File: src/rtl/contador_pkg.sv
// Shared definitions for the v2 counter family: overflow mode constants and width helpers.
package contador_pkg;

    typedef enum logic {
        MODE_WRAP     = 1'b0,
        MODE_SATURATE = 1'b1
    } modo_t;

    function automatic int unsigned clog2_w(input int unsigned v);
        return (v <= 1) ? 1 : $clog2(v);
    endfunction

endpackage

File: src/rtl/contador_lotes_canal.sv
// One counting channel: strobe edge detection, unit/group counters, completion pulses and full flag.
module contador_lotes_canal
    import contador_pkg::*;
#(
    parameter int unsigned GROUP_SIZE = 12,
    parameter int unsigned MAX_GROUPS = 10,
    parameter int unsigned GW         = 7,
    parameter int unsigned UW         = clog2_w(GROUP_SIZE),
    parameter int unsigned SATURATE   = 0
) (
    input  logic          clk,
    input  logic          reset_n,
    input  logic          incrementar,
    input  logic          decrementar,
    input  logic          limpar,
    output logic [UW-1:0] unit_count,
    output logic [GW-1:0] group_count,
    output logic          group_done,
    output logic          wrap_pulse,
    output logic          full
);

    localparam logic [UW-1:0] UNIT_LAST  = UW'(GROUP_SIZE - 1);
    localparam logic [GW-1:0] GROUP_LAST = GW'(MAX_GROUPS);
    localparam bit            SAT        = (SATURATE == 32'(MODE_SATURATE));

    logic [UW-1:0] r_unit;
    logic [GW-1:0] r_group;
    logic          r_inc_prev;
    logic          r_dec_prev;
    logic          r_done;
    logic          r_wrap;

    logic          w_inc_p;
    logic          w_dec_p;
    logic [UW-1:0] w_unit_nx;
    logic [GW-1:0] w_group_nx;
    logic          w_done_nx;
    logic          w_wrap_nx;

    assign w_inc_p = incrementar & ~r_inc_prev;
    assign w_dec_p = decrementar & ~r_dec_prev;

    always_comb begin
        w_unit_nx  = r_unit;
        w_group_nx = r_group;
        w_done_nx  = 1'b0;
        w_wrap_nx  = 1'b0;
        if (limpar) begin
            w_unit_nx  = '0;
            w_group_nx = '0;
        end else if (w_inc_p && !w_dec_p) begin
            if (r_unit != UNIT_LAST) begin
                w_unit_nx = r_unit + UW'(1);
            end else if (r_group != GROUP_LAST) begin
                w_unit_nx  = '0;
                w_group_nx = r_group + GW'(1);
                w_done_nx  = 1'b1;
            end else if (!SAT) begin
                w_unit_nx  = '0;
                w_group_nx = '0;
                w_done_nx  = 1'b1;
                w_wrap_nx  = 1'b1;
            end
        end else if (w_dec_p && !w_inc_p) begin
            if (r_unit != '0) begin
                w_unit_nx = r_unit - UW'(1);
            end else if (r_group != '0) begin
                w_unit_nx  = UNIT_LAST;
                w_group_nx = r_group - GW'(1);
            end
        end
    end

    // History flops track the raw levels every cycle, independent of limpar.
    always_ff @(posedge clk or negedge reset_n) begin
        if (!reset_n) begin
            r_unit     <= '0;
            r_group    <= '0;
            r_inc_prev <= 1'b0;
            r_dec_prev <= 1'b0;
            r_done     <= 1'b0;
            r_wrap     <= 1'b0;
        end else begin
            r_unit     <= w_unit_nx;
            r_group    <= w_group_nx;
            r_inc_prev <= incrementar;
            r_dec_prev <= decrementar;
            r_done     <= w_done_nx;
            r_wrap     <= w_wrap_nx;
        end
    end

    assign unit_count  = r_unit;
    assign group_count = r_group;
    assign group_done  = r_done;
    assign wrap_pulse  = r_wrap;
    assign full        = (r_unit == UNIT_LAST) && (r_group == GROUP_LAST);

endmodule

File: src/rtl/contador_lotes_multi.sv
// Multi-channel group counter: per-channel counters packed onto flat buses plus a registered group total.
module contador_lotes_multi
    import contador_pkg::*;
#(
    parameter int unsigned N_CH       = 4,
    parameter int unsigned GROUP_SIZE = 12,
    parameter int unsigned MAX_GROUPS = 10,
    parameter int unsigned GW         = 7,
    parameter int unsigned UW         = 4,
    parameter int unsigned SATURATE   = 0,
    parameter int unsigned TW         = 10
) (
    input  logic                 clk,
    input  logic                 reset_n,
    input  logic [N_CH-1:0]      incrementar,
    input  logic [N_CH-1:0]      decrementar,
    input  logic [N_CH-1:0]      limpar,
    output logic [N_CH*UW-1:0]   unit_count,
    output logic [N_CH*GW-1:0]   group_count,
    output logic [N_CH-1:0]      group_done,
    output logic [N_CH-1:0]      wrap_pulse,
    output logic [N_CH-1:0]      full,
    output logic [TW-1:0]        total_groups
);

    logic [TW-1:0] r_total;
    logic [TW-1:0] w_sum;

    for (genvar g = 0; g < N_CH; g++) begin : gen_canal
        contador_lotes_canal #(
            .GROUP_SIZE (GROUP_SIZE),
            .MAX_GROUPS (MAX_GROUPS),
            .GW         (GW),
            .UW         (UW),
            .SATURATE   (SATURATE)
        ) u_canal (
            .clk         (clk),
            .reset_n     (reset_n),
            .incrementar (incrementar[g]),
            .decrementar (decrementar[g]),
            .limpar      (limpar[g]),
            .unit_count  (unit_count[g*UW +: UW]),
            .group_count (group_count[g*GW +: GW]),
            .group_done  (group_done[g]),
            .wrap_pulse  (wrap_pulse[g]),
            .full        (full[g])
        );
    end

    always_comb begin
        w_sum = '0;
        for (int unsigned c = 0; c < N_CH; c++) begin
            w_sum = w_sum + TW'(group_count[c*GW +: GW]);
        end
    end

    // Sum of the registered group fields, so the total trails group_count by one cycle.
    always_ff @(posedge clk or negedge reset_n) begin
        if (!reset_n) begin
            r_total <= '0;
        end else begin
            r_total <= w_sum;
        end
    end

    assign total_groups = r_total;

endmodule
File: config.mk
export PLATFORM = sky130hd
export DESIGN_NAME = contador_lotes_multi
export DESIGN_NICKNAME = d
export VERILOG_FILES = /design/src/rtl/contador_pkg.sv /design/src/rtl/contador_lotes_canal.sv /design/src/rtl/contador_lotes_multi.sv
export SDC_FILE = /design/constraint.sdc
export NUM_CORES = 1
export LEC_CHECK = 0
export ABC_AREA = 1
export CAP_MARGIN = 20
export CORE_UTILIZATION = 45
export CTS_CLUSTER_DIAMETER = 40
export DETAILED_ROUTE_END_ITERATION = 7
export HOLD_SLACK_MARGIN = 0.03
export PLACE_DENSITY_LB_ADDON = 0.05
export SYNTH_ARGS = -nofsm -noshare
export SYNTH_HDL_FRONTEND = slang
export SYNTH_SLANG_ARGS = --single-unit
export TNS_END_PERCENT = 5
File: constraint.sdc
create_clock -name clk -period 6.65 [get_ports clk]
set_input_delay 1.33 -clock clk [delete_from_list [all_inputs] [get_ports clk]]
set_output_delay 1.33 -clock clk [all_outputs]
set_load 0.03 [all_outputs]
After elaboration in Yosys (flattened, before gate mapping)

Index checks and enable logic that the tools add are counted.

Register bits: 70
Output and inout port bits: 66
Memory bits (writable): 0
ROM bits: 0
Latch bits: 0
Memories: 0

Add/sub/neg operators: 19
Multipliers: 0
Magnitude comparators: 0
Divide/modulo/power cells: 0
Muxes and demuxes: 80
Shifts and indexed selects: 0
Bitwise gates (word level): 16
Reductions and logical operators: 48
Equal/unequal tests: 24

Operator list:

| kind                                                                     | count |
|---|---|
| 7-bit 2-to-1 mux                                                         | 28 |
| 4-bit 2-to-1 mux                                                         | 24 |
| 4-bit nonzero test                                                       | 8 |
| 7-bit by 1-bit adder with 7-bit output (second input constant)           | 4 |
| 7-bit by 4-bit equality test with 1-bit output (second input constant)   | 4 |
| 1-bit 2-to-1 mux                                                         | 28 |
| 7-bit by 4-bit inequality test with 1-bit output (second input constant) | 4 |
| 7-bit nonzero test                                                       | 4 |
| 7-bit by 1-bit subtractor with 7-bit output (second input constant)      | 4 |
| 3-bit nonzero test                                                       | 8 |
| 4-bit by 1-bit adder with 4-bit output (second input constant)           | 4 |
| 4-bit equality test (second input constant)                              | 4 |
| 4-bit inequality test (second input constant)                            | 4 |
| 4-bit AND reduction                                                      | 4 |
| 4-bit by 1-bit subtractor with 4-bit output (second input constant)      | 4 |
| 1-bit logical AND                                                        | 12 |
| 3-bit by 2-bit inequality test with 1-bit output (second input constant) | 4 |
| 3-bit inequality test (second input constant)                            | 4 |
| 9-bit by 7-bit adder with 10-bit output                                  | 1 |
| 8-bit by 7-bit adder with 9-bit output                                   | 1 |
| 7-bit by 7-bit adder with 8-bit output                                   | 1 |
| 1-bit bitwise AND                                                        | 8 |
| 1-bit logical NOT                                                        | 8 |
| 1-bit NOT                                                                | 8 |
| 2-bit AND reduction                                                      | 4 |

Logic depth before layout (Yosys ltp)

Depth in word-level cells: 7
Depth in mapped cells: 12

Hierarchy

Synthesis repeated with hierarchy kept, for this count alone.

Cells, all modules: 785
Area total of the unflattened synthesis: 5,671.7 µm²

By module, submodules not included:

| module               | cells each | area an instance (µm²) | times used |
|---|---|---|---|
| contador_lotes_canal | 168        | 1,179.9                | 4 |
| contador_lotes_multi | 113        | 952.2                  | 1 |

Least setup slack after synthesis

OpenSTA, ideal clock, no wires.

Path kind: register to output
From: register gen_canal[2].u_canal.r_group[0]
To: output full[2]
Arrival time: 1.517 ns
Cell stages (with the launch flop): 8
Data required time: 5.320 ns
Path buffers: 1
Setup slack: 3.803 ns
Cell sequence: dfrtp_1 inv_1 ha_1 nand3_1 nor2_1 inv_1 nor2_1 buf_4

Cells in the longest elaborated chain, start to end: 2

RTL lines:

| element                                        | line                       | RTL |
|---|---|---|
| start, declared                                | contador_lotes_canal.sv:28 | `logic [GW-1:0] r_group;` |
| start signal, assigned                         | contador_lotes_canal.sv:86 | `r_group <= w_group_nx;` |
| 7-bit by 4-bit equality test with 1-bit output | contador_lotes_canal.sv:98 | `assign full = (r_unit == UNIT_LAST) && (r_group == GROUP_LAST);` |
| 1-bit logical AND                              | contador_lotes_canal.sv:98 |  |
| end, declared                                  | contador_lotes_multi.sv:22 | `output logic [N_CH-1:0] full,` |

No other way between the ends.

Worst setup path after layout

Ends and elaborated chain as after synthesis.

==> tab_implementation.tex <==
\begin{tabular}{lr}
\hline
Metric & Value \\
\hline
\multicolumn{2}{l}{\textbf{Outcome}} \\
Result of the run & finished clean \\
\multicolumn{2}{l}{\textbf{Job}} \\
Total of max-cap violations & 0 \\
\multicolumn{2}{l}{\textbf{Worst setup path}} \\
Endpoint class of the critical path & primary output \\
Highest net fanout along the worst path & 9 \\
Crit path required time & 5.32 ns \\
CP Launch Type & register \\
Critical setup path kind & register to primary output \\
Endpoint arrival time on the critical path & 2.47 ns \\
\multicolumn{2}{l}{\textbf{Synthesis}} \\
Number of enable flip-flop cells after synthesis & 0 \\
Number of synthesized register bits & 69 \\
Post-Synthesis Cells & 763 \\
Proportion of synthesized flip-flops having asynchronous set or reset & 100.0\% \\
Syn nets & approximately 800 \\
Commonest register cell after synthesis & sky130\_fd\_sc\_hd\_\_dfrtp\_1 \\
Share of the yosys chip area belonging to registers & 31.08\% \\
Syn avg cell area & 7.281 sq um \\
Netlist area before placement & approximately 5600 sq um \\
Number of warnings reported in the yosys synthesis log & 0 \\
Number of distinct library cells after synthesis & 33 \\
\multicolumn{2}{l}{\textbf{STA}} \\
Setup total negative slack & 0 ns \\
Transition at the pin with the smallest max-transition slack & 0.9034 ns \\
Final worst-path setup slack & 2.851 ns \\
Max-slew headroom & 39.77\% \\
Slew Limit Fails & 0 \\
Timing-limited maximum frequency & 0.2632 GHz \\
Fraction of the cycle the final worst path needs & 57.13\% \\
Post-layout minimum cycle time & 3.799 ns \\
Setup repair after global routing missed its margin & false \\
Finish-stage setup viols & 0 \\
Worst Skew & $\sim$0.0064 ns \\
Final count of hold timing violations & 0 \\
\multicolumn{2}{l}{\textbf{Power}} \\
Portion of total power attributed to sequential cells & 24.0\% \\
Maximum vdd drop & 229.6 uV \\
Cell-internal power & 1747 uW \\
Proportion of power drawn by combinational gates & 63.3\% \\
Clock Power Share & 12.7\% \\
Switching fraction of total power & 50.67\% \\
Leakage power figure & 0.003099 uW \\
Power density over cell area & 539.7 nW/um\^{}2 \\
Total power consumption of the routed design & 3541 uW \\
Switching power summed over all nets & 1794 uW \\
\multicolumn{2}{l}{\textbf{Die}} \\
Number of I/O pins & 80 \\
Die Width & 113.1 um \\
DIE AREA & 12790 sq um \\
Die height & 113.1 um \\
Total number of placement rows & 40 \\
Starting density of the core & 46.25\% \\
Core footprint & 12010 sq um \\
\multicolumn{2}{l}{\textbf{Drt}} \\
Number of remaining DRC errors & 0 \\
Total wirelength of the detailed-routed design & 13.30 mm \\
Number of vias per cell & 5.175 \\
Routed wire length per instance & 13.69 um \\
First-pass detailed-route iteration total & 5 \\
Vias post-DR & 5025 \\
First-iteration detailed-routing DRC count & a little over 400 \\
Antenna Nets Post-Route & 0 \\
\multicolumn{2}{l}{\textbf{Layout}} \\
Utilization after layout & 54.63\% \\
Most common library cell in the layout ignoring fill and taps & sky130\_fd\_sc\_hd\_\_nand2\_1 \\
Layout filler cell count & 1164 \\
Layout cell share with drive strength beyond 1 & 8.981\% \\
NumNets Final & 880 \\
Most frequent cells in the layout & sky130\_fd\_sc\_hd\_\_nand2\_1 (197), sky130\_fd\_sc\_hd\_\_nand3\_1 (95), sky130\_fd\_sc\_hd\_\_inv\_1 (77), sky130\_fd\_sc\_hd\_\_clkdlybuf4s50\_1 (77), sky130\_fd\_sc\_hd\_\_dfrtp\_1 (69) \\
Area growth syn-to-layout & 18.11\% \\
Number of antenna diodes & 0 \\
\multicolumn{2}{l}{\textbf{Place}} \\
Half-perimeter wire length after detailed placement & around 9.9 mm \\
Placement-stage worst setup slack & 3.215 ns \\
Weighted congestion at the end of routability-driven global placement & 0.9048 \\
Number of port buffers & 78 \\
\multicolumn{2}{l}{\textbf{Global routing}} \\
First-pass GRT wire length & 22.92 mm \\
Via count of the first global-routing pass & 4733 \\
Maximum number of pins on one net before global-route repair & 70 \\
Remaining global-route overflow & 0 \\
Antenna violations before repair & 0 \\
Overall fraction of global-route tracks in use & 22.58\% \\
\multicolumn{2}{l}{\textbf{Clocking}} \\
Level count of the clock H-tree & 3 \\
Total CTS buffers & 9 \\
Post-CTS Hold Fix Bufs & 0 \\
Clock slew seen by the registers of the worst setup and hold paths & 0.06 ns \\
Number of sinks on the clock net & 69 \\
Source-to-sink clock delay at the later pin of the worst-skew pair & 0.34 ns \\
Number of gates resized after CTS & 0 \\
TritonCTS clock tree & yes \\
Maximum number of buffers from clock root to sink & 2 \\
Setup repair bufs after CTS & 0 \\
Library cell used as clock root buffer & sky130\_fd\_sc\_hd\_\_clkbuf\_16 \\
\multicolumn{2}{l}{\textbf{Min path}} \\
Worst hold path class & register to register \\
\hline
\end{tabular}
-- area by class of cell --
cell class                      count  area, sq um  share of cell area (%)
Clock buffer                       14        274.0                   4.176
Clock inverter                      1        5.005                 0.07628
Inverter                           97        364.1                   5.549
Multi-Input combinational cell    564         3224                   49.14
Sequential cell                    69         1727                   26.32
Tap cell                          147        183.9                   2.803
Timing Repair Buffer               79        783.3                   11.94
-- critical path: stages (launching register included) --
cell and delay (ns):
sky130_fd_sc_hd__dfrtp_1 0.48, sky130_fd_sc_hd__inv_1 0.25, sky130_fd_sc_hd__ha_1 0.19, sky130_fd_sc_hd__nand3_1 0.08, sky130_fd_sc_hd__nor2_1 0.26, sky130_fd_sc_hd__inv_1 0.10, sky130_fd_sc_hd__nor2_1 0.10, sky130_fd_sc_hd__clkdlybuf4s50_1 0.67
-- cell usage after synthesis, types with 10 or more instances --
master                    count  share of area, %
sky130_fd_sc_hd__o21ai_0     31               2.8
sky130_fd_sc_hd__nand4_1     14               1.6
sky130_fd_sc_hd__ha_1        32               7.2
sky130_fd_sc_hd__nor2_1      64               4.3
sky130_fd_sc_hd__inv_2       18               1.2
sky130_fd_sc_hd__a21oi_1     13               1.2
sky130_fd_sc_hd__o21ai_1     19               1.7
sky130_fd_sc_hd__nand3_1     95               8.6
sky130_fd_sc_hd__dfrtp_1     69                31
sky130_fd_sc_hd__fa_1        14               5.0
sky130_fd_sc_hd__xnor2_1     11               1.7
sky130_fd_sc_hd__inv_1       77               5.2
sky130_fd_sc_hd__buf_4       20               2.7
sky130_fd_sc_hd__nand2_1    197                13
sky130_fd_sc_hd__nand2_2     10               1.1
sky130_fd_sc_hd__xor2_1      13               2.0
-- path summary, 6_finish.rpt --
check / startpoint / end / slack, ns / cells past startpoint
setup / recovery: gen_canal[2].u_canal.group_count[0]$_DFFE_PN0P_ / full[2] / 2.85 / 7
setup reg to reg: gen_canal[1].u_canal.group_count[3]$_DFFE_PN0P_ / total_groups[6]$_DFF_PN0_ / 3.75 / 9
hold reg to reg: gen_canal[0].u_canal.unit_count[2]$_DFFE_PN0P_ / gen_canal[0].u_canal.unit_count[2]$_DFFE_PN0P_ / 0.56 / 2
hold / removal: gen_canal[0].u_canal.unit_count[2]$_DFFE_PN0P_ / gen_canal[0].u_canal.unit_count[2]$_DFFE_PN0P_ / 0.56 / 2
max in group asynchronous: reset_n / gen_canal[1].u_canal.group_count[3]$_DFFE_PN0P_ / 4.86 / 2
min in group asynchronous: reset_n / gen_canal[3].u_canal.wrap_pulse$_DFF_PN0_ / 1.21 / 2
-- kinds of logic after synthesis --
group	synth area share, %
adders and majority gates	12.25
other	0.06750
DFF	31.08
buffers and inverters	10.88
xor gates and xnor gates	3.784
AOI/OAI and AO/OA	9.279
and+or+nand+nor	32.66
-- metal layers --
layer  track usage (%)  wire length [um]
met1             30.44              6332
met2             36.24              6259
met3             3.696               480
met4             9.211               224
met5                 0                 0
-- registers in the layout (all words and copies together), names as in the netlist --
register and count:
gen_canal.u_canal.wrap_pulse 4, gen_canal.u_canal.unit_count 16, total_groups 9, gen_canal.u_canal.r_dec_prev 4, gen_canal.u_canal.r_inc_prev 4, gen_canal.u_canal.group_count 28, gen_canal.u_canal.group_done 4
-- power by group through the flow --
stage / registers (uW) / clock network [uW] / logic [uW]
3_5_place_dp: 856 / 0 / 2230
6_report: 850 / 451 / 2240
4_1_cts: 848 / 466 / 2250
2_1_floorplan: 1010 / 0 / 1450
5_1_grt: 885 / 481 / 2540
3_3_place_gp: 848 / 0 / 2210
-- per-stage QoR --
stage / instance area, sq um / hold WS, ns / cells
floorplan: 5555 / 0.6335 / 763
global placement: 6282 / 0.5416 / 956
detailed placement: 6282 / 0.5483 / 956
CTS: 6561 / 0.5627 / 971
global route: 6561 / 0.6018 / 971
finish: 6561 / 0.5603 / 971
(Power assumes the default switching activity.)
